--- config.mk ---
export PLATFORM = sky130hd
export DESIGN_NAME = jump_predict_unit
export DESIGN_NICKNAME = d
export VERILOG_FILES = /design/src/rtl/jump_pkg.sv /design/src/rtl/jump_predict_unit_ras.sv /design/src/rtl/jump_predict_unit.sv
export SDC_FILE = /design/constraint.sdc
export NUM_CORES = 1
export LEC_CHECK = 0
export CAP_MARGIN = 20
export CORE_UTILIZATION = 32
export CTS_BUF_LIST = sky130_fd_sc_hd__clkbuf_4
export DETAILED_ROUTE_END_ITERATION = 6
export PLACE_DENSITY_LB_ADDON = 0.12
export SKIP_CTS_REPAIR_TIMING = 1
export SLEW_MARGIN = 40
export SYNTH_ARGS = -nofsm -noshare
export SYNTH_HDL_FRONTEND = slang
export SYNTH_SLANG_ARGS = --single-unit
--- constraint.sdc ---
create_clock -name clk -period 2.2 [get_ports clk]
set_input_delay 0.22 -clock clk [delete_from_list [all_inputs] [get_ports clk]]
set_output_delay 0.22 -clock clk [all_outputs]
set_load 0.02 [all_outputs]
--- src/rtl/jump_pkg.sv ---
// jump_pkg: opcode/funct constants, jump kinds and decode helper for the jump predict unit
package jump_pkg;

    localparam logic [5:0]  OP_SPECIAL = 6'b000000;
    localparam logic [5:0]  OP_J       = 6'b000010;
    localparam logic [5:0]  OP_JAL     = 6'b000011;
    localparam logic [5:0]  FN_JR      = 6'b001000;
    localparam logic [5:0]  FN_JALR    = 6'b001001;
    localparam logic [31:0] LINK_OFS   = 32'd8;

    typedef enum logic [2:0] {JK_NONE, JK_J, JK_JAL, JK_JR, JK_JALR} jump_kind_e;

    function automatic jump_kind_e decode_jump(input logic [31:0] instr);
        logic [5:0] op;
        logic [5:0] fn;
        op = instr[31:26];
        fn = instr[5:0];
        return op == OP_J       ? JK_J   :
               op == OP_JAL     ? JK_JAL :
               op != OP_SPECIAL ? JK_NONE :
               fn == FN_JR      ? JK_JR  :
               fn == FN_JALR    ? JK_JALR : JK_NONE;
    endfunction

endpackage

--- src/rtl/jump_predict_unit_ras.sv ---
// ras_stack: circular return-address stack with saturating occupancy count
module ras_stack #(
    parameter int DEPTH = 8,
    localparam int PW = $clog2(DEPTH),
    localparam int CW = PW + 1
) (
    input  logic        clk,
    input  logic        resetn,
    input  logic        clear,
    input  logic        push,
    input  logic        pop,
    input  logic [31:0] push_data,
    output logic [31:0] top,
    output logic        empty,
    output logic        full
);

    logic [31:0]   mem_q [DEPTH];
    logic [PW-1:0] ptr_q, ptr_d, top_idx, wr_idx;
    logic [CW-1:0] cnt_q, cnt_d;
    logic          eff_pop, wr_en;

    assign empty   = cnt_q == '0;
    assign full    = cnt_q == CW'(DEPTH);
    assign top_idx = ptr_q - PW'(1);
    assign top     = empty ? '0 : mem_q[top_idx];

    // Pop on empty is ignored; push+pop rewrites the top in place; push when full overwrites the oldest
    always_comb begin
        eff_pop = pop && !empty;
        wr_en   = push && !clear;
        wr_idx  = eff_pop ? top_idx : ptr_q;
        ptr_d   = clear ? '0 : (push && !eff_pop) ? ptr_q + PW'(1) : (eff_pop && !push) ? top_idx : ptr_q;
        cnt_d   = clear ? '0 : (push && !eff_pop && !full) ? cnt_q + CW'(1) : (eff_pop && !push) ? cnt_q - CW'(1) : cnt_q;
    end

    // Entry storage has no reset: contents only matter once pushed
    always_ff @(posedge clk) begin
        if (wr_en) mem_q[wr_idx] <= push_data;
    end

    // Pointer and occupancy registers
    always_ff @(posedge clk or negedge resetn) begin
        if (!resetn) begin
            ptr_q <= '0;
            cnt_q <= '0;
        end else begin
            ptr_q <= ptr_d;
            cnt_q <= cnt_d;
        end
    end

endmodule

--- src/rtl/jump_predict_unit.sv ---
// jump_predict_unit: picks the oldest taken jump in D, computes its target, registers the redirect (RAS prediction under JUMP_RAS_PREDICT_EN)
module jump_predict_unit
    import jump_pkg::*;
#(
    parameter int ISSUE_W = 2,
    parameter int RAS_DEPTH = 8,
    localparam int SW = (ISSUE_W > 1) ? $clog2(ISSUE_W) : 1
) (
    input  logic                      clk,
    input  logic                      resetn,
    input  logic                      stall_d,
    input  logic                      flush_d,
    input  logic                      ras_clear,
    input  logic [ISSUE_W-1:0]        valid_d,
    input  logic [ISSUE_W-1:0][31:0]  instr_d,
    input  logic [ISSUE_W-1:0][31:0]  pc_d,
    input  logic [ISSUE_W-1:0][31:0]  src_d,
    input  logic [ISSUE_W-1:0]        src_ready_d,
    output logic                      jump_e,
    output logic [31:0]               target_e,
    output logic [SW-1:0]             slot_e,
    output logic                      ras_pred_e,
    output logic                      hold_d
);

    logic          win, w_rdy, is_reg, rs31, use_ras, hold, take, unused_ok;
    logic [SW-1:0] win_slot, slot_q, slot_d;
    logic [31:0]   w_instr, w_pc, w_src, pc4, target, target_q, target_d;
    logic          jump_q, jump_d, ras_pred_q, ras_pred_d;
    jump_kind_e    kind;
`ifdef JUMP_RAS_PREDICT_EN
    logic [31:0]   ras_top;
    logic          ras_empty, ras_full, upd, ras_push, ras_pop;
`endif

    // Lowest valid slot holding a jump wins; younger slots are ignored entirely
    always_comb begin
        win      = 1'b0;
        win_slot = '0;
        w_instr  = '0;
        w_pc     = '0;
        w_src    = '0;
        w_rdy    = 1'b0;
        for (int i = ISSUE_W - 1; i >= 0; i--) begin
            if (valid_d[i] && decode_jump(instr_d[i]) != JK_NONE) begin
                win      = 1'b1;
                win_slot = SW'(i);
                w_instr  = instr_d[i];
                w_pc     = pc_d[i];
                w_src    = src_d[i];
                w_rdy    = src_ready_d[i];
            end
        end
    end

    // Target selection for the winner and the stall request when no target is usable
    always_comb begin
        kind   = decode_jump(w_instr);
        is_reg = kind == JK_JR || kind == JK_JALR;
        rs31   = w_instr[25:21] == 5'd31;
        pc4    = w_pc + 32'd4;
`ifdef JUMP_RAS_PREDICT_EN
        use_ras = is_reg && !w_rdy && rs31;
        hold    = is_reg && !w_rdy && (!rs31 || ras_empty);
        target  = use_ras ? ras_top : is_reg ? w_src : {pc4[31:28], w_instr[25:0], 2'b00};
`else
        use_ras = 1'b0;
        hold    = is_reg && !w_rdy;
        target  = is_reg ? w_src : {pc4[31:28], w_instr[25:0], 2'b00};
`endif
        take   = win && !hold;
    end

    assign hold_d = hold;

    // Redirect register next state: flush zeroes, stall holds, otherwise capture the winner
    always_comb begin
        jump_d     = flush_d ? 1'b0 : stall_d ? jump_q : take;
        target_d   = flush_d ? '0 : stall_d ? target_q : take ? target : '0;
        slot_d     = flush_d ? '0 : stall_d ? slot_q : take ? win_slot : '0;
        ras_pred_d = flush_d ? 1'b0 : stall_d ? ras_pred_q : take && use_ras;
    end

    // Redirect registers into E
    always_ff @(posedge clk or negedge resetn) begin
        if (!resetn) begin
            jump_q     <= 1'b0;
            target_q   <= '0;
            slot_q     <= '0;
            ras_pred_q <= 1'b0;
        end else begin
            jump_q     <= jump_d;
            target_q   <= target_d;
            slot_q     <= slot_d;
            ras_pred_q <= ras_pred_d;
        end
    end

    assign jump_e     = jump_q;
    assign target_e   = target_q;
    assign slot_e     = slot_q;
    assign ras_pred_e = ras_pred_q;

`ifdef JUMP_RAS_PREDICT_EN
    assign upd      = take && !flush_d && !stall_d;
    assign ras_push = upd && (kind == JK_JAL || (kind == JK_JALR && w_instr[15:11] == 5'd31));
    assign ras_pop  = upd && is_reg && rs31;

    ras_stack #(.DEPTH(RAS_DEPTH)) u_ras (
        .clk       (clk),
        .resetn    (resetn),
        .clear     (ras_clear),
        .push      (ras_push),
        .pop       (ras_pop),
        .push_data (w_pc + LINK_OFS),
        .top       (ras_top),
        .empty     (ras_empty),
        .full      (ras_full)
    );

    assign unused_ok = ^{pc4[27:0], ras_full};
`else
    assign unused_ok = ^{pc4[27:0], ras_clear};
`endif

endmodule

# After elaboration in Yosys (flattened, before gate mapping)
# Cells that the tools add are included.
[totals]
ff_bits = 35
latch_bits = 0
ram_bits = 0
rom_bits = 0
inputBits = 201
output_inout_bits = 36
word_cells = 69
mem_count = 0
[classes]
add_sub_neg = 1
n_mul = 0
div_mod_pow = 0
order_cmp = 0
eq_ne = 15
shifts = 0
mux = 37
bitwise_logic = 0
n_reduce_logical = 12
[op_table]
columns = ["cell", "count"]
rows = [
  ["2-to-1 mux 32 bit", 10],
  ["2-to-1 mux 3 bit", 15],
  ["== test 6 x 2 -> 1 bit, second input constant", 6],
  ["== test 6 x 4 -> 1 bit, second input constant", 6],
  ["adder 32 x 3 -> 32 bit, second input constant", 1],
  ["nonzero test 6 bit", 3],
  ["2-to-1 mux 1 bit", 12],
  ["nonzero test 3 bit", 2],
  ["logical AND 1 bit", 4],
  ["== test 3 x 2 -> 1 bit, second input constant", 1],
  ["== test 3 bit, second input constant", 1],
  ["zero test 1 bit", 2],
  ["!= test 2 x 1 -> 1 bit, second input constant", 1],
  ["logical OR 1 bit", 1],
]

# Longest topological paths before layout
[logic_depth]
word_depth = 24
mapped_depth = 9
depth_no_buf = 6

# Worst setup path before layout
# OpenSTA, ideal clock, no wires.
[synth_path]
path_kind = "input to output"
from = "input port instr_d[3] (netlist bit)"
to = "output port hold_d"
t_arrival_ps = 1944
setup_slack_ps = 36
path_stages = 7
n_path_buf = 2
cell_sequence = "nor4b_4 a21o_1 a2111o_1 buf_6 and2_4 buf_6 a221oi_1"
[synth_between]
elab_chain_len = 18
elab_cells_between_ends = 26
cone_classes = "8 x eq/ne; 12 x mux; 6 x reduce/logical"
[synth_rtl]
columns = ["element", "line_no", "text"]
rows = [
  ["start, declared", "jump_predict_unit.sv:15", "input logic [ISSUE_W-1:0][31:0] instr_d,"],
  ["== test 6 x 4 -> 1 bit", "jump_pkg.sv:22", "fn == FN_JALR ? JK_JALR : JK_NONE;"],
  ["2-to-1 mux 3 bit", "jump_pkg.sv:22", ""],
  ["2-to-1 mux 3 bit", "jump_pkg.sv:21", "fn == FN_JR ? JK_JR :"],
  ["2-to-1 mux 3 bit", "jump_pkg.sv:20", "op != OP_SPECIAL ? JK_NONE :"],
  ["2-to-1 mux 3 bit", "jump_pkg.sv:19", "op == OP_JAL ? JK_JAL :"],
  ["2-to-1 mux 3 bit", "jump_pkg.sv:18", "return op == OP_J ? JK_J :"],
  ["nonzero test 3 bit", "jump_predict_unit.sv:45", "if (valid_d[i] && decode_jump(instr_d[i]) != JK_NONE) begin"],
  ["logical AND 1 bit", "jump_predict_unit.sv:45", ""],
  ["[... 2 more ...]", "-", ""],
  ["2-to-1 mux 3 bit", "jump_pkg.sv:22", ""],
  ["2-to-1 mux 3 bit", "jump_pkg.sv:21", ""],
  ["2-to-1 mux 3 bit", "jump_pkg.sv:20", ""],
  ["2-to-1 mux 3 bit", "jump_pkg.sv:19", ""],
  ["2-to-1 mux 3 bit", "jump_pkg.sv:18", ""],
  ["== test 3 x 2 -> 1 bit / == test 3 bit (equally long branches)", "jump_predict_unit.sv:59", "is_reg = kind == JK_JR || kind == JK_JALR;"],
  ["logical OR 1 bit", "jump_predict_unit.sv:59", ""],
  ["logical AND 1 bit *", "jump_predict_unit.sv:68", "hold = is_reg && !w_rdy;"],
  ["end, declared", "jump_predict_unit.sv:23", "output logic hold_d"],
]
# Every way passes the cells marked *; elsewhere a longest branch is shown, timed or not.

# Final worst setup path
[layout_path]
from = "input port instr_d[34] (netlist bit)"
to = "output port hold_d"
[layout_between]
elab_chain_len = 19
elab_cells_between_ends = 28
cone_classes = "8 x eq/ne; 14 x mux; 6 x reduce/logical"
[layout_rtl]
columns = ["element", "line_no"]
rows = [
  ["== test 6 x 4 -> 1 bit", "jump_pkg.sv:22"],
  ["2-to-1 mux 3 bit", "jump_pkg.sv:22"],
  ["2-to-1 mux 3 bit", "jump_pkg.sv:21"],
  ["2-to-1 mux 3 bit", "jump_pkg.sv:20"],
  ["2-to-1 mux 3 bit", "jump_pkg.sv:19"],
  ["2-to-1 mux 3 bit", "jump_pkg.sv:18"],
  ["nonzero test 3 bit", "jump_predict_unit.sv:45"],
  ["logical AND 1 bit", "jump_predict_unit.sv:45"],
  ["[... 3 more ...]", "-"],
  ["2-to-1 mux 3 bit", "jump_pkg.sv:22"],
  ["2-to-1 mux 3 bit", "jump_pkg.sv:21"],
  ["2-to-1 mux 3 bit", "jump_pkg.sv:20"],
  ["2-to-1 mux 3 bit", "jump_pkg.sv:19"],
  ["2-to-1 mux 3 bit", "jump_pkg.sv:18"],
  ["== test 3 x 2 -> 1 bit / == test 3 bit (equally long branches)", "jump_predict_unit.sv:59"],
  ["logical OR 1 bit", "jump_predict_unit.sv:59"],
  ["logical AND 1 bit *", "jump_predict_unit.sv:68"],
]
# Marked as above.

==> impl_metrics.toml <==
[run_status]
run_status = "finished with violations"
violations = "negative setup slack"

[sta]
clock_skew_ps = 0
setup_ws_ps = -8.85
fin_crit_ps = 2210
setup_viol = 1
drv_slew = 0
max_freq_mhz = 453
hold_violations = 0
fin_crit_sh = 1.00
hold_ws_ps = 379

[layout]
final_nets = 742
areaGrowthSynthToFinish_pct = 101
stdcell_area_um2 = 5340
final_layout_size_suffix_gt1_frac = 0.113
num-fill-cells = 638
finish.utilization = 0.678
diodes = 0

[drt]
drtPass1Iterations = 4
viasPerCell = 5.22
ant_nets = 0
drt_iter0_drc = 80
wl_per_cell_um = 17.0
num_vias = 3361
drt_wl_total_mm = 11.0
drc = 0

[synthesis]
synth_cell_types = 48
ys_async_sr_fraction = 1.00
ys_top_cells_by_count = "dfrtp_1 (34), nand2_1 (34), o21ai_1 (25)"
syn_area_per_cell_um2 = 8.90
synth_edf_count = 0
synth_top_area_cell = "dfrtp_1"
syn-num-nets = 499
ys_ff_latch = 34
ys_top_cells_by_area = "dfrtp_1 (32%), mux2i_1 (7.9%), a21boi_0 (5.9%)"
yosysTopAreaCellShare = 0.321
synthFlopType = "dfrtp_1"
syn_area_um2 = 2650
syn_inst = 298
yosysSeqAreaShare = 0.321
ys_warn_count = 0

[place]
place_area_um2 = 5150
place_hpwl_mm = 8.48
dpl_worst_slack_ps = -558
finalWeightedCongestion = 0.857
portBuffers = 230

[grt]
met3_usage = 0.0667
grt_use_met1 = 0.276
grt_most_used_layer = "met2"
use_met2 = 0.450
grt_start_max_net_pins = 44
grt_pass1_vias = 3509
antenna_found_initial = 0
grt_overflow_total = 0
grt_pass1_wl_mm = 16.7
grt_usage = 0.247

[critical_path]
crit_arrival_ps = 1990
critPathLaunchType = "input pin"
critPathKind = "in -> out"
path_max_fanout = 2
timing.rr.start = "target_e[31]$_DFFE_PN0P_"
end_kind = "output pin"
required_ps = 1980
setup.worst_path.start = "instr_d[34]"

[power]
peakVddDrop_mv = 0.146
total_power_w = 0.00145
powerDensity_nw_per_um2 = 271
power.leakage_nw = 2.10

[clock_network]
cts_max_path_buffers = 2
clock_latency_ps = 320
clockRootBuffer = "clkbuf_4"
cts_tree = "done"
h-tree-depth = 2
cts_buffers = 5
cts_sinks = 34
path_clk_slew_ps = 100

[floorplan]
rows = 32
core_area_um2 = 7890
die_w_um = 93.0
pin_count = 237
dieArea_um2 = 8660
start_util = 0.336
fp.dieH_um = 93.0

[flow_run]
maxCapViolCount = 0

[worst_hold_path]
hold_class = "in -> async"
worst max-delay path: stages:
cell	delay, ps
clkdlybuf4s50_1	480
nor4b_4	290
nand2_1	100
a2111o_1	340
and2_4	160
a221oi_2	200
buf_4	200
per-layer routing:
metal	vias up	wire, um
li1	1635	-
met5	-	0
met3	22	767
met1	1575	4290
met2	129	5650
met4	0	270
cell families after synthesis:
kind of cell,synth area share
AOI/OAI and AO/OA,0.314
xor gates and xnor gates,0.0165
other,0.00141
muxes,0.0792
and+or+nand+nor,0.210
buffers and inverters,0.0580
DFF,0.321
area by class of cell:
cell class | count | area, um2 | share of cell area
tap | 102 | 128 | 0.0239
inverter | 3 | 11.3 | 0.00211
clock inverter | 2 | 8.76 | 0.00164
multi-input combinational | 236 | 1720 | 0.323
clock buffer | 6 | 45.0 | 0.00843
sequential | 34 | 851 | 0.159
timing repair buffer | 261 | 2580 | 0.482
placed cells by master, fill, tap and decap left out, drive strengths merged, types with 5 or more instances in the layout:
| cell type | n |
|---|---|
| a221oi | 7 |
| mux2i | 21 |
| nand2 | 36 |
| and3 | 22 |
| and2 | 5 |
| a22oi | 10 |
| dlymetal6s2s | 6 |
| o211ai | 21 |
| clkbuf | 6 |
| o21ai | 26 |
| clkdlybuf4s50 | 222 |
| buf | 32 |
| o31ai | 5 |
| a22o | 8 |
| dfrtp | 34 |
| nand4 | 15 |
| a21boi | 21 |
metrics by stage:
step                setup TNS (ps)  cells
floorplan                        0    298
global placement            -10200    632
detailed placement          -10770    632
CTS                           -582    640
global route                  -161    644
finish                       -8.85    644
registers in the layout, summed over array words and instances, names as in the netlist:
signal / cells
jump_e: 1
slot_e: 1
target_e: 32
where the power goes:
group / switching (W) / internal, W
clock network: 0.000205 / 0.000132
registers: 0.00000110 / 0.000626
logic: 0.000126 / 0.000357
total: 0.000333 / 0.00112
path summary, 6_finish.rpt:
check,slack [ps],endpoint,depth (start not counted)
max,-9,hold_d,7
max reg2reg,1450,target_e[31]$_DFFE_PN0P_,2
min,380,target_e[23]$_DFFE_PN0P_,2
min in group clk,410,target_e[7]$_DFFE_PN0P_,4
min reg2reg,500,slot_e$_DFFE_PN0P_,1
max in group asynchronous,1510,target_e[4]$_DFFE_PN0P_,2
Power figures use the tool's default switching activity.
